`config.mk`:
```
export PLATFORM = sky130hd
export DESIGN_NAME = luhn_dual_acc
export DESIGN_NICKNAME = d
export VERILOG_FILES = /design/src/rtl/luhn_stream_checker_pkg.sv /design/src/rtl/luhn_stream_checker_dual_acc.sv
export SDC_FILE = /design/constraint.sdc
export NUM_CORES = 1
export LEC_CHECK = 0
export CAP_MARGIN = 20
export CELL_PAD_IN_SITES_DETAIL_PLACEMENT = 0
export CELL_PAD_IN_SITES_GLOBAL_PLACEMENT = 1
export CORE_MARGIN = 2
export CORE_UTILIZATION = 45
export DETAILED_ROUTE_END_ITERATION = 16
export PLACE_DENSITY = 0.84
export RECOVER_POWER = 100
export SYNTH_ARGS = -nofsm -noshare
export SYNTH_HDL_FRONTEND = slang
export SYNTH_SLANG_ARGS = --single-unit
```
`constraint.sdc`:
```
create_clock -name clk -period 5.2 [get_ports clk]
set_input_delay 1.04 -clock clk [delete_from_list [all_inputs] [get_ports clk]]
set_output_delay 1.04 -clock clk [all_outputs]
set_load 0.01 [all_outputs]
```
`src/rtl/luhn_stream_checker_pkg.sv`:
```
// Shared types and mod-10 helpers for the streaming Luhn checker.
package luhn_pkg;

  typedef enum logic [1:0] {
    IDLE  = 2'd0,
    ACCUM = 2'd1,
    DONE  = 2'd2
  } state_e;

  typedef logic [3:0] digit_t;

  localparam digit_t BCD_MAX = 4'd9;

  // Luhn doubling of a BCD digit, result stays in 0..9.
  function automatic digit_t luhn_dbl(input digit_t d);
    logic [4:0] t;
    t = {d, 1'b0};
    return (t > 5'd9) ? digit_t'(t - 5'd9) : t[3:0];
  endfunction

  // Both operands must already be 0..9.
  function automatic digit_t mod10_add(input digit_t a, input digit_t b);
    logic [4:0] s;
    s = {1'b0, a} + {1'b0, b};
    return (s >= 5'd10) ? digit_t'(s - 5'd10) : s[3:0];
  endfunction

endpackage

```
`src/rtl/luhn_stream_checker_dual_acc.sv`:
```
// Two parallel mod-10 Luhn sums, one per possible parity of the final length.
module luhn_dual_acc
  import luhn_pkg::*;
(
  input  logic   clk,
  input  logic   rst,
  input  logic   clr,
  input  logic   en,
  input  digit_t d,
  output digit_t acc_a,
  output digit_t acc_b,
  output logic   par
);

  digit_t a_q, a_d, b_q, b_d;
  logic   par_q, par_d;

  // par_q is the 0-based index parity of the next digit, i.e. count mod 2.
  always_comb begin
    a_d   = a_q;
    b_d   = b_q;
    par_d = par_q;
    if (clr) begin
      a_d   = '0;
      b_d   = '0;
      par_d = 1'b0;
    end else if (en) begin
      par_d = ~par_q;
      if (!par_q) begin
        a_d = mod10_add(a_q, luhn_dbl(d));
        b_d = mod10_add(b_q, d);
      end else begin
        a_d = mod10_add(a_q, d);
        b_d = mod10_add(b_q, luhn_dbl(d));
      end
    end
  end

  always_ff @(posedge clk or negedge rst) begin
    if (!rst) begin
      a_q   <= '0;
      b_q   <= '0;
      par_q <= 1'b0;
    end else begin
      a_q   <= a_d;
      b_q   <= b_d;
      par_q <= par_d;
    end
  end

  assign acc_a = a_q;
  assign acc_b = b_q;
  assign par   = par_q;

endmodule

```
; Word-level counts from Yosys, hierarchy flattened
; Index checks and enable logic that the tools add are counted.
[word_totals]
regBits = 9
inputBits = 8
output_inout_bits = 9
word_cells = 32
[classes]
addsub = 9
n_lt_le_gt_ge = 5
n_mux = 13
bitwise = 1
n_reduce_logical = 1
[ops]
columns = op, count
row1 = two-way mux 4 bit, 11
row2 = adder 4 x 4 -> 5 bit, 4
row3 = "greater-or-equal comparator 5 x 4 -> 1 bit, second input constant", 4
row4 = "subtractor 4 bit, second input constant", 5
row5 = "greater-than comparator 5 x 4 -> 1 bit, second input constant", 1
row6 = two-way mux 1 bit, 2
row7 = nonzero test 2 bit, 1
row8 = inverter 1 bit, 1

; Depth between registers and ports, before layout
; Gate-level depths: netlist of the first run.
[depth]
ltp_word = 8
mapped_depth = 15
depth_no_buf = 15

; Least setup slack after synthesis of the first run
; Ideal clock, no wire load.
[synth_path]
kind = input port to flip-flop
start = input d[1]
end = register a_q[1] (netlist: acc_a[1])
setup_time_ns = 0.069
t_arrival_ns = 3.789
t_required_ns = 5.131
setup_slack_ns = 1.342
cell_stages = 15
path_buffers = 0
path_cell_list = inv_1 > ha_1 > inv_1 > a21oi_1 > inv_1 > ha_1 > fa_1 > xor2_1 > inv_1 > ha_1 > o211a_1 > a31o_1 > or3_1 > a211o_1 > nand3_1
[synth_via]
elab_chain_cells = 8
word_cells_on_any_way = 14
classes_between = add/sub: 5 / order compare: 3 / mux: 6
[synth_lines]
columns = item, line
row1 = start: declaration, luhn_stream_checker_dual_acc.sv:9  ; input digit_t d,
row2 = greater-than comparator 5 x 4 -> 1 bit or subtractor 4 bit (tied branches), luhn_stream_checker_pkg.sv:18  ; return (t > 5'd9) ? digit_t'(t - 5'd9) : t[3:0];
row3 = two-way mux 4 bit, luhn_stream_checker_pkg.sv:18
row4 = adder 4 x 4 -> 5 bit, luhn_stream_checker_pkg.sv:24  ; s = {1'b0, a} + {1'b0, b};
row5 = subtractor 4 bit or greater-or-equal comparator 5 x 4 -> 1 bit (tied branches), luhn_stream_checker_pkg.sv:25  ; return (s >= 5'd10) ? digit_t'(s - 5'd10) : s[3:0];
row6 = two-way mux 4 bit, luhn_stream_checker_pkg.sv:25
row7 = two-way mux 4 bit (*), luhn_stream_checker_dual_acc.sv:29  ; if (!par_q) begin
row8 = two-way mux 4 bit (*), luhn_stream_checker_dual_acc.sv:27  ; end else if (en) begin
row9 = two-way mux 4 bit (*), luhn_stream_checker_dual_acc.sv:23  ; if (clr) begin
row10 = end signal: assignment, luhn_stream_checker_dual_acc.sv:41  ; a_q <= '0;
row11 = end signal: assignment, luhn_stream_checker_dual_acc.sv:45  ; a_q <= a_d;
row12 = end: declaration, luhn_stream_checker_dual_acc.sv:15  ; digit_t a_q, a_d, b_q, b_d;
; Mark *: on every way between the ends. The rest lies on a longest branch, timed or not. The select of a mux whose other input is x is not followed.
; A chain may end at the register's enable or synchronous reset.

; Worst setup path in the final report of the first run
[layout_path]
start = input d[1]
end = register b_q[1] (netlist: acc_b[1])
[layout_via]
elab_chain_cells = 8
word_cells_on_any_way = 14
classes_between = add/sub: 5 / order compare: 3 / mux: 6
[layout_lines]
columns = item, line
row1 = greater-than comparator 5 x 4 -> 1 bit or subtractor 4 bit (tied branches), luhn_stream_checker_pkg.sv:18
row2 = two-way mux 4 bit, luhn_stream_checker_pkg.sv:18
row3 = adder 4 x 4 -> 5 bit, luhn_stream_checker_pkg.sv:24
row4 = subtractor 4 bit or greater-or-equal comparator 5 x 4 -> 1 bit (tied branches), luhn_stream_checker_pkg.sv:25
row5 = two-way mux 4 bit, luhn_stream_checker_pkg.sv:25
row6 = two-way mux 4 bit (*), luhn_stream_checker_dual_acc.sv:29
row7 = two-way mux 4 bit (*), luhn_stream_checker_dual_acc.sv:27
row8 = two-way mux 4 bit (*), luhn_stream_checker_dual_acc.sv:23
row9 = end signal: assignment, luhn_stream_checker_dual_acc.sv:42  ; b_q <= '0;
row10 = end signal: assignment, luhn_stream_checker_dual_acc.sv:46  ; b_q <= b_d;
row11 = end: declaration, luhn_stream_checker_dual_acc.sv:15
; Marked as above.

==> results of run 1 <==
-- path summary, 6_finish.rpt --
path / from / slack (ps) / cells past startpoint / endpoint
max: d[1] / 640 / 16 / acc_b[1]
min: acc_a[3] / 560 / 2 / acc_a[3]
max reg2reg: acc_b[0] / 2420 / 10 / acc_b[1]
min reg2reg: acc_a[3] / 560 / 2 / acc_a[3]
max in group asynchronous: rst / 3750 / 1 / acc_a[1]
min in group asynchronous: rst / 1150 / 1 / acc_b[1]
-- per-layer routing --
metal,part of all wire [%],GRT usage [%]
met5,0,0
met4,0,2.17
met3,3.3,5.25
met2,52,41.5
met1,45,28.1
-- cells in the mapped netlist, types with 2 or more instances --
cell / instances
o2111ai_1: 2
xnor2_1: 2
inv_1: 18
nor3_1: 3
a211oi_1: 8
mux2i_1: 5
nand3_1: 8
or3_1: 2
ha_1: 23
a21o_1: 4
o21ai_0: 5
nand2b_1: 2
nor2b_1: 2
o211ai_1: 2
nand3b_1: 2
clkbuf_1: 4
xor2_1: 4
o211a_1: 2
nor2_1: 17
fa_1: 4
dfrtp_1: 9
a211o_1: 2
nand2_1: 15
o21a_1: 2
a21oi_1: 10
o31ai_1: 3
-- kinds of logic (layout without fill, tap and decap cells) --
kind of cell | Yosys count | count (layout) | synth area share, %
AO/OA/AOI/OAI | 55 | 55 | 27.3
XOR/XNOR | 7 | 7 | 4.65
adder cells (fa/ha/maj) | 27 | 27 | 24.9
buffers and inverters | 22 | 38 | 5.58
flip-flops | 9 | 9 | 15.2
multiplexers | 5 | 5 | 3.38
AND/OR/NAND/NOR | 58 | 58 | 19.0
-- cell type report --
cell class / count / share of cell area (%)
multi-input cells: 152 / 68.5
flip-flops and latches: 9 / 13.3
repair buffers: 16 / 9.43
inverters: 18 / 3.98
well taps: 44 / 3.24
clock buffers: 4 / 1.55
-- through the flow --
stage | utilization [%] | power, mW
2_1_floorplan | - | 0.444
3_3_place_gp | 54.6 | 0.542
3_5_place_dp | 54.6 | 0.562
4_1_cts | 55.4 | 0.620
5_1_grt | 55.2 | 0.673
6_report | 55.2 | 0.609
-- registers in the layout (all words and copies together), names as in the netlist --
name and flops:
acc_a 4, acc_b 4, par 1
-- placed cells by master, fill, tap and decap left out, types with 5 or more instances in the layout --
cell type,instances
nor2_1,17
dlygate4sd3_1,12
inv_1,18
dfrtp_1,9
a21oi_1,10
ha_1,23
a211oi_1,8
o21ai_0,6
nand3_1,8
nand2_1,15
mux2i_1,5
-- worst max-delay path, cell delays in order --
cell and delay, ps:
dlygate4sd3_1 600, inv_1 160, ha_1 210, inv_1 50
a21oi_1 280, inv_1 120, ha_1 230, fa_1 400
xnor2_1 280, ha_1 300, inv_1 60, a31o_2 220
a21boi_0 320, o2111ai_1 180, o211a_1 170, a21oi_1 110
-- power by group --
part / switching (mW) / internal (mW) / leakage [nW] / total (mW)
Sequential: 0.0247 / 0.0826 / 0.119 / 0.107
Combinational: 0.245 / 0.200 / 0.666 / 0.445
Clock: 0.0265 / 0.0297 / 0.0150 / 0.0562
==> reports/qor.csv, run 1 <==
metric,value,unit
ys_seq_elements,9,
fin_crit,4560,ps
synth_cell_types,49,
rows,20,
grt_usage,22.7,%
worstPathArrival,4750,ps
dp_cells,239,
peakVddDrop,170,uV
die_x,61.3,um
vias,1424,
cts_tree,done,
numPortBuffers,16,
antenna_cells,0,
fin_cells,243,
post_cts_buffers,0,
cts_hold_buf,0,
hold_viol,0,
post-route-period-util,87.6,%
start_util,48.0,%
crit_required,5390,ps
cts_buffers,3,
fin_area,0.00170,mm^2
antenna_found_initial,0,
fmax,219,MHz
leakagePower,0.800,nW
synth-edff-count,0,
die_h,61.3,um
cts_root_buf,clkbuf_4,
grt_pass1_wl,6.33,mm
max_slew.worst_pin.slew,595,ps
htree_levels,1,
dieArea,0.00376,mm^2
avgViaCountPerCell,5.86,
place_hpwl,3.13,mm
slew_headroom,60.2,%
n_fill_cell,309,
synth_top_flop_cell,dfrtp_1,
synth-seq-area-share,15.2,%
grt_pass1_vias,1358,
power.density,358,mW/mm^2
avgSynthCellArea,8.08,um^2
wirelength,3.72,mm
synth_area,0.00148,mm^2
drive_gt1_share,5.03,%
cts.path.max_buffers,2,
cts_sinks,9,
drtIter0Drc,60,
seq_area,225,um^2
area_growth,14.8,%
clk_latency,260,ps
critPathKind,in -> reg,
ant_nets,0,
wire_per_inst,15.3,um
drv_slew,0,
yosys.area.top_type,ha_1,
skew,0.421,ps
yosys-top-cells-area,"ha_1, dfrtp_1, fa_1",
multi_input_area,0.00116,mm^2
coreArea,0.00308,mm^2
path_max_fanout,5,
drcViolationCount,0,
postCtsResizedCells,0,
crit_path_end_kind,flop,
cp-start-kind,input port,
nets,235,
max_cap_viol_count,0,
yosys.area.top_type_share,19.5,%
ys_warn_count,0,
whs,558,ps
pre_cts_ws,546,ps
setup_slack,643,ps
synth_nets,218,
setup_viol_count_final,0,
gp_congestion,0.795,
rsz0062_at_grt,no,
fin_tns_setup,0,ps
gr-total-overflow,0,
post_dp_cell_area,0.00168,mm^2
grt_max_degree,18,
postSynthCellCount,183,
hp-class,reg -> reg,
io_pins,17,
ys_async_sr_fraction,100,%
clkTransAtPathRegs,60,ps
dr.pass1.iters,4,
status,completed,
Power figures use the tool's default switching activity.
==> run 2: changes to the inputs <==
--- a/config.mk
+++ b/config.mk
@@ -8,6 +8,7 @@
 export CAP_MARGIN = 20
 export CELL_PAD_IN_SITES_DETAIL_PLACEMENT = 0
 export CELL_PAD_IN_SITES_GLOBAL_PLACEMENT = 1
+export CORE_ASPECT_RATIO = 1.5
 export CORE_MARGIN = 2
 export CORE_UTILIZATION = 45
 export DETAILED_ROUTE_END_ITERATION = 16
==> constraint.sdc (replaced) <==
create_clock -name clk -period 5.8 [get_ports clk]
set_input_delay 1.16 -clock clk [delete_from_list [all_inputs] [get_ports clk]]
set_output_delay 1.16 -clock clk [all_outputs]
set_load 0.01 [all_outputs]
==> run 2 against run 1 <==
Compared with the run above:
- hold slack improved by 47 ps
- critical path depth did not move
- worst setup slack improved by 470 ps
- critical path type unchanged
- largest power group unchanged
==> reports/qor.csv, run 2 (same netlist as run 1, synthesis figures left out) <==
metric,value,unit,change
antenna_found_initial,0,,unchanged
grt_pass1_wl,6.54,mm,was 6.33 mm
drcViolationCount,0,,unchanged
numPortBuffers,16,,unchanged
drv_slew,0,,unchanged
vias,1422,,was 1424
status,completed,,unchanged
grt_max_degree,18,,unchanged
fmax,213,MHz,
skew,2.25,ps,was 0.421 ps
path_cells,dlygate4sd3_1 -> inv_1 -> ha_1 -> inv_1 -> a21oi_1 -> inv_1 -> ha_1 -> fa_1 -> xor2_1 -> inv_1 -> ha_1 -> o211a_1 -> a31o_1 -> or3_1 -> a211o_1 -> nand3_1,,was dlygate4sd3_1 -> inv_1 -> ha_1 -> inv_1 -> a21oi_1 -> inv_1 -> ha_1 -> fa_1 -> xnor2_1 -> ha_1 -> inv_1 -> a31o_2 -> a21boi_0 -> o2111ai_1 -> o211a_1 -> a21oi_1
postCtsResizedCells,0,,unchanged
crit_buf_inv,5,,unchanged
post-route-period-util,80.8,%,
critical-path-top-delay-family,adder cells,,was compound AO/OA/AOI/OAI gates
total_power,0.564,mW,was 0.609 mW
start_util,46.8,%,was 48.0%
grt_pass1_vias,1466,,was 1358
cp.depth,16,,unchanged
fin_crit,4690,ps,
ant_nets,0,,unchanged
ff2ff_path_depth,10,,unchanged
cp-start-kind,input port,,unchanged
final_common_cell,ha_1,,unchanged
hp-class,reg -> reg,,unchanged
critPathSlowestCell,dlygate4sd3_1,,unchanged
crit_path_end_kind,flop,,unchanged
hold_viol,0,,unchanged
area_growth,15.7,%,was 14.8%
reg2reg_from,acc_a[0],,was acc_b[0]
setup_viol_count_final,0,,unchanged
io_pins,17,,unchanged
gp_congestion,0.902,,was 0.795
die_h,74.2,um,was 61.3 um
clk_latency,230,ps,was 260 ps
postLayoutCoreUtil,54.2,%,was 55.2%
cts_hold_buf,0,,unchanged
drtIter0Drc,37,,was 60
rrSetupSlack,3030,ps,was 2420 ps
die_x,50.8,um,was 61.3 um
crit_required,5970,ps,was 5390 ps
clkTransAtPathRegs,40,ps,was 60 ps
grt_usage,22.7,%,about the same
post_cts_buffers,0,,unchanged
antenna_cells,0,,unchanged
cts_tree,done,,unchanged
cts_buffers,3,,unchanged
leakagePower,0.808,nW,was 0.800 nW
rsz0062_at_grt,no,,unchanged
cp-endpoint,acc_a[1],,was acc_b[1]
htree_levels,1,,unchanged
cts_root_buf,clkbuf_8,,was clkbuf_4
cts.path.max_buffers,2,,unchanged
coreArea,0.00316,mm^2,was 0.00308 mm^2
drive_gt1_share,5.03,%,unchanged
peakVddDrop,167,uV,was 170 uV
wire_per_inst,15.8,um,was 15.3 um
place_hpwl,3.16,mm,was 3.13 mm
whs,605,ps,was 558 ps
max_slew.worst_pin.slew,602,ps,was 595 ps
timing.critical_path.from,d[1],,unchanged
wirelength,3.77,mm,was 3.72 mm
slew_headroom,59.5,%,was 60.2%
dieArea,0.00377,mm^2,was 0.00376 mm^2
power.density,329,mW/mm^2,was 358 mW/mm^2
critical-path-max-stage-delay,600,ps,about the same
fin_tns_setup,0,ps,unchanged
cp_common_cell,inv_1,,unchanged
dr.pass1.iters,4,,unchanged
max_cap_viol_count,0,,unchanged
nets,235,,unchanged
path_max_fanout,6,,was 5
rows,25,,was 20
gr-total-overflow,0,,unchanged
critPathKind,in -> reg,,unchanged
reg2reg_to,acc_a[1],,was acc_b[1]
worstPathArrival,4850,ps,was 4750 ps
final_cell_mix,"ha_1, inv_1, nor2_1",,unchanged
cts_sinks,9,,unchanged
avgViaCountPerCell,5.95,,was 5.86
## run 2: power breakdown
group	total (mW)	leakage, nW	switching [mW]	internal, mW
Clock	0.0728	0.0228	0.0249	0.0479
Combinational	0.394	0.666	0.216	0.178
Sequential	0.0975	0.119	0.0232	0.0743
## run 2: how the worst min path moves through the flow
stage | start | to | slack (ps) | cells past startpoint
3_5_place_dp | acc_a[3] | acc_a[3] | 610 | 2
2_1_floorplan | acc_a[3] | acc_a[3] | 550 | 2
3_3_place_gp | acc_a[3] | acc_a[3] | 580 | 2
4_1_cts | acc_b[0] | acc_b[0] | 620 | 2
6_report | acc_a[3] | acc_a[3] | 600 | 2
5_1_grt | acc_a[3] | acc_a[3] | 640 | 2
## run 2: layer usage
| metal | vias up | part of all wire (%) | global-route usage [%] |
|---|---|---|---|
| met5 | - | 0 | 0 |
| met4 | 0 | 2.0 | 6.01 |
| met3 | 9 | 1.8 | 3.61 |
| met2 | 21 | 55 | 45.0 |
| met1 | 683 | 41 | 24.6 |
| li1 | 709 | - | - |
## run 2: cell type report
| class | instances | area (um^2) |
|---|---|---|
| inverters | 18 | 67.6 |
| flip-flops and latches | 9 | 225 |
| multi-input cells | 152 | 1160 |
| well taps | 40 | 50.0 |
| repair buffers | 16 | 160 |
| fillers | 311 | 1450 |
| clock buffers | 4 | 45.0 |
## run 2: per-stage QoR
stage | std cells | area (um^2) | setup WS (ps)
3_5_place_dp | 235 | 1670 | 959
3_3_place_gp | 235 | 1670 | 1060
5_1_grt | 239 | 1710 | 751
2_1_floorplan | 183 | 1480 | 1820
6_report | 239 | 1710 | 1110
4_1_cts | 239 | 1720 | 1200
## run 2: worst min-delay path: stages (launching register included)
cell and delay [ps]:
dfrtp_1 420, nand2_1 80, o41ai_1 60
==> run 3: changes to the inputs <==
--- a/config.mk
+++ b/config.mk
@@ -10,9 +10,9 @@
 export CELL_PAD_IN_SITES_GLOBAL_PLACEMENT = 1
 export CORE_ASPECT_RATIO = 1.5
 export CORE_MARGIN = 2
-export CORE_UTILIZATION = 45
+export CORE_UTILIZATION = 38
 export DETAILED_ROUTE_END_ITERATION = 16
-export PLACE_DENSITY = 0.84
+export PLACE_DENSITY = 0.75
 export RECOVER_POWER = 100
 export SYNTH_ARGS = -nofsm -noshare
 export SYNTH_HDL_FRONTEND = slang
==> constraint.sdc (replaced) <==
create_clock -name clk -period 4.1 [get_ports clk]
set_input_delay 0.82 -clock clk [delete_from_list [all_inputs] [get_ports clk]]
set_output_delay 0.82 -clock clk [all_outputs]
set_load 0.01 [all_outputs]
==> run 3 against run 2 <==
Compared with the run above:
- power rose by 52%
- worst setup slack got worse by 860 ps
- sequential power rose by 41%
- non-clock buffer count rose by 12
- clock power rose by 48%
- clock skew fell by 1.0 ps
- sequential share of layout area fell by 0.74 points
- combinational power rose by 56%
- wire length rose by 4.8%
- die area rose by 17%
- critical path depth did not move
- global-route usage fell by 2.2 points
- highest routed layer unchanged
==> reports/qor.csv, run 3 (same netlist as run 1, synthesis figures left out) <==
metric,value,unit,change
total_power,0.858,mW,was 0.564 mW
post-route-period-util,93.8,%,
coreArea,0.00372,mm^2,was 0.00316 mm^2
avgViaCountPerCell,5.75,,was 5.95
max_slew.worst_pin.slew,576,ps,was 602 ps
cts_tree,done,,unchanged
rows,27,,was 25
final_cell_mix,"ha_1, inv_1, nor2_1",,unchanged
fin_tns_setup,0,ps,unchanged
hp-start,acc_a[3],,unchanged
skew,1.22,ps,was 2.25 ps
antenna_cells,0,,unchanged
drive_gt1_share,10.9,%,was 5.03%
fin_cells,254,,was 239
clkTransAtPathRegs,50,ps,was 40 ps
swShare,46.1,%,was 46.9%
cts_buffers,3,,unchanged
dieArea,0.00442,mm^2,was 0.00377 mm^2
dp_cells,250,,was 235
intPower,0.463,mW,was 0.300 mW
peakVddDrop,307,uV,was 167 uV
hold_viol,0,,unchanged
rrSetupSlack,1230,ps,was 3030 ps
fin_crit,3850,ps,
dr.pass1.iters,4,,unchanged
reg2reg_from,acc_a[0],,unchanged
clkPwrFrac,12.6,%,was 12.9%
gr-total-overflow,0,,unchanged
cts_sinks,9,,unchanged
reg2reg_to,acc_a[2],,was acc_a[1]
gp_congestion,0.858,,was 0.902
cp-start-kind,input port,,unchanged
cts.path.max_buffers,2,,unchanged
ff2ff_path_depth,10,,unchanged
nets,247,,was 235
postLayoutCoreUtil,48.8,%,was 54.2%
wire_per_inst,15.6,um,was 15.8 um
clk_latency,240,ps,was 230 ps
p_switching,0.396,mW,was 0.264 mW
grt_pass1_vias,1453,,was 1466
rsz0062_at_grt,no,,unchanged
io_pins,17,,unchanged
final_common_cell,ha_1,,unchanged
area_growth,22.6,%,was 15.7%
pwr-share-seq,16.0,%,was 17.3%
die_x,54.9,um,was 50.8 um
crit_required,4270,ps,was 5970 ps
vias,1461,,was 1422
antenna_found_initial,0,,unchanged
crit_path_end_kind,flop,,unchanged
drtIter0Drc,23,,was 37
power.density,473,mW/mm^2,was 329 mW/mm^2
worstPathArrival,4020,ps,was 4850 ps
worstHoldEndpoint,acc_a[3],,unchanged
drv_slew,0,,unchanged
place_hpwl,3.35,mm,was 3.16 mm
fmax,260,MHz,
htree_levels,1,,unchanged
wirelength,3.95,mm,was 3.77 mm
drcViolationCount,0,,unchanged
status,completed,,unchanged
ant_nets,0,,unchanged
slew_headroom,61.5,%,was 59.5%
hold_depth,2,,unchanged
numPortBuffers,16,,unchanged
max_cap_viol_count,0,,unchanged
combPwrFrac,71.4,%,was 69.8%
die_h,80.4,um,was 74.2 um
cts_root_buf,clkbuf_8,,unchanged
critPathKind,in -> reg,,unchanged
grt_max_degree,18,,unchanged
path_max_fanout,4,,was 6
grt_usage,20.5,%,was 22.7%
leakagePower,0.868,nW,was 0.808 nW
grt_pass1_wl,6.63,mm,was 6.54 mm
start_util,39.8,%,was 46.8%
hp-class,reg -> reg,,unchanged
setup_viol_count_final,0,,unchanged
[run 3: cell count changes in the layout (fill, tap and decap cells not counted), sizes merged]
cell	change
buf	+11
clkbuf	+1
clkdlybuf4s50	+1
dlygate4sd3	-1
[run 3: worst max-delay path by stage]
stage / slack, ps / start / cells after the start / endpoint
3_5_place_dp: -100 / d[0] / 15 / acc_a[1]
6_report: 250 / d[1] / 16 / acc_a[1]
2_1_floorplan: 460 / d[1] / 15 / acc_a[1]
5_1_grt: 20 / d[0] / 16 / acc_a[2]
3_3_place_gp: 20 / d[1] / 17 / acc_b[1]
4_1_cts: 150 / d[0] / 15 / acc_a[1]
[run 3: power by group through the flow]
| stage | clock [mW] | combinational, mW | sequential [mW] |
|---|---|---|---|
| 2_1_floorplan | 0 | 0.429 | 0.134 |
| 3_3_place_gp | 0 | 0.607 | 0.139 |
| 3_5_place_dp | 0 | 0.625 | 0.140 |
| 4_1_cts | 0.109 | 0.628 | 0.139 |
| 5_1_grt | 0.118 | 0.687 | 0.140 |
| 6_report | 0.108 | 0.613 | 0.137 |
[run 3: layer usage]
| layer | track usage, % | wire, um | vias up | part of all wire (%) |
|---|---|---|---|---|
| met5 | 0 | 0 | - | 0 |
| met4 | 3.66 | 52 | 0 | 1.3 |
| met3 | 4.09 | 156 | 4 | 3.9 |
| met2 | 38.0 | 2130 | 34 | 54 |
| met1 | 23.4 | 1610 | 691 | 41 |
| li1 | - | - | 732 | - |
[run 3: critical path: stages]
cell	delay, ps
clkdlybuf4s50_1	410
inv_1	80
ha_1	160
inv_1	50
a21oi_2	230
inv_1	110
ha_1	230
fa_1	410
xor2_1	210
inv_1	90
ha_1	220
o211a_1	110
a31o_1	210
or3_1	310
a211o_1	300
nand3_1	60
[run 3: metrics by stage]
stage	cell area (um^2)	setup WS, ps	hold slack, ps
4_1_cts	1810	153	583
6_report	1810	254	563
2_1_floorplan	1480	462	524
3_5_place_dp	1770	-95.3	574
5_1_grt	1810	20.2	625
3_3_place_gp	1770	23.3	539
[run 3: timing repair]
item                       CTS  global route
hold buffers                 0             0
setup endpoints to repair    0             5
resized for setup            0             3
setup buffers                0             0
[run 3: final cells by class]
class                           count  area, um^2
Multi-Input combinational cell    152        1170
Timing Repair Buffer               28         246
Clock buffer                        4        45.0
Fill cell                         389        1900
Inverter                           18        67.6
Sequential cell                     9         225
Tap cell                           43        53.8
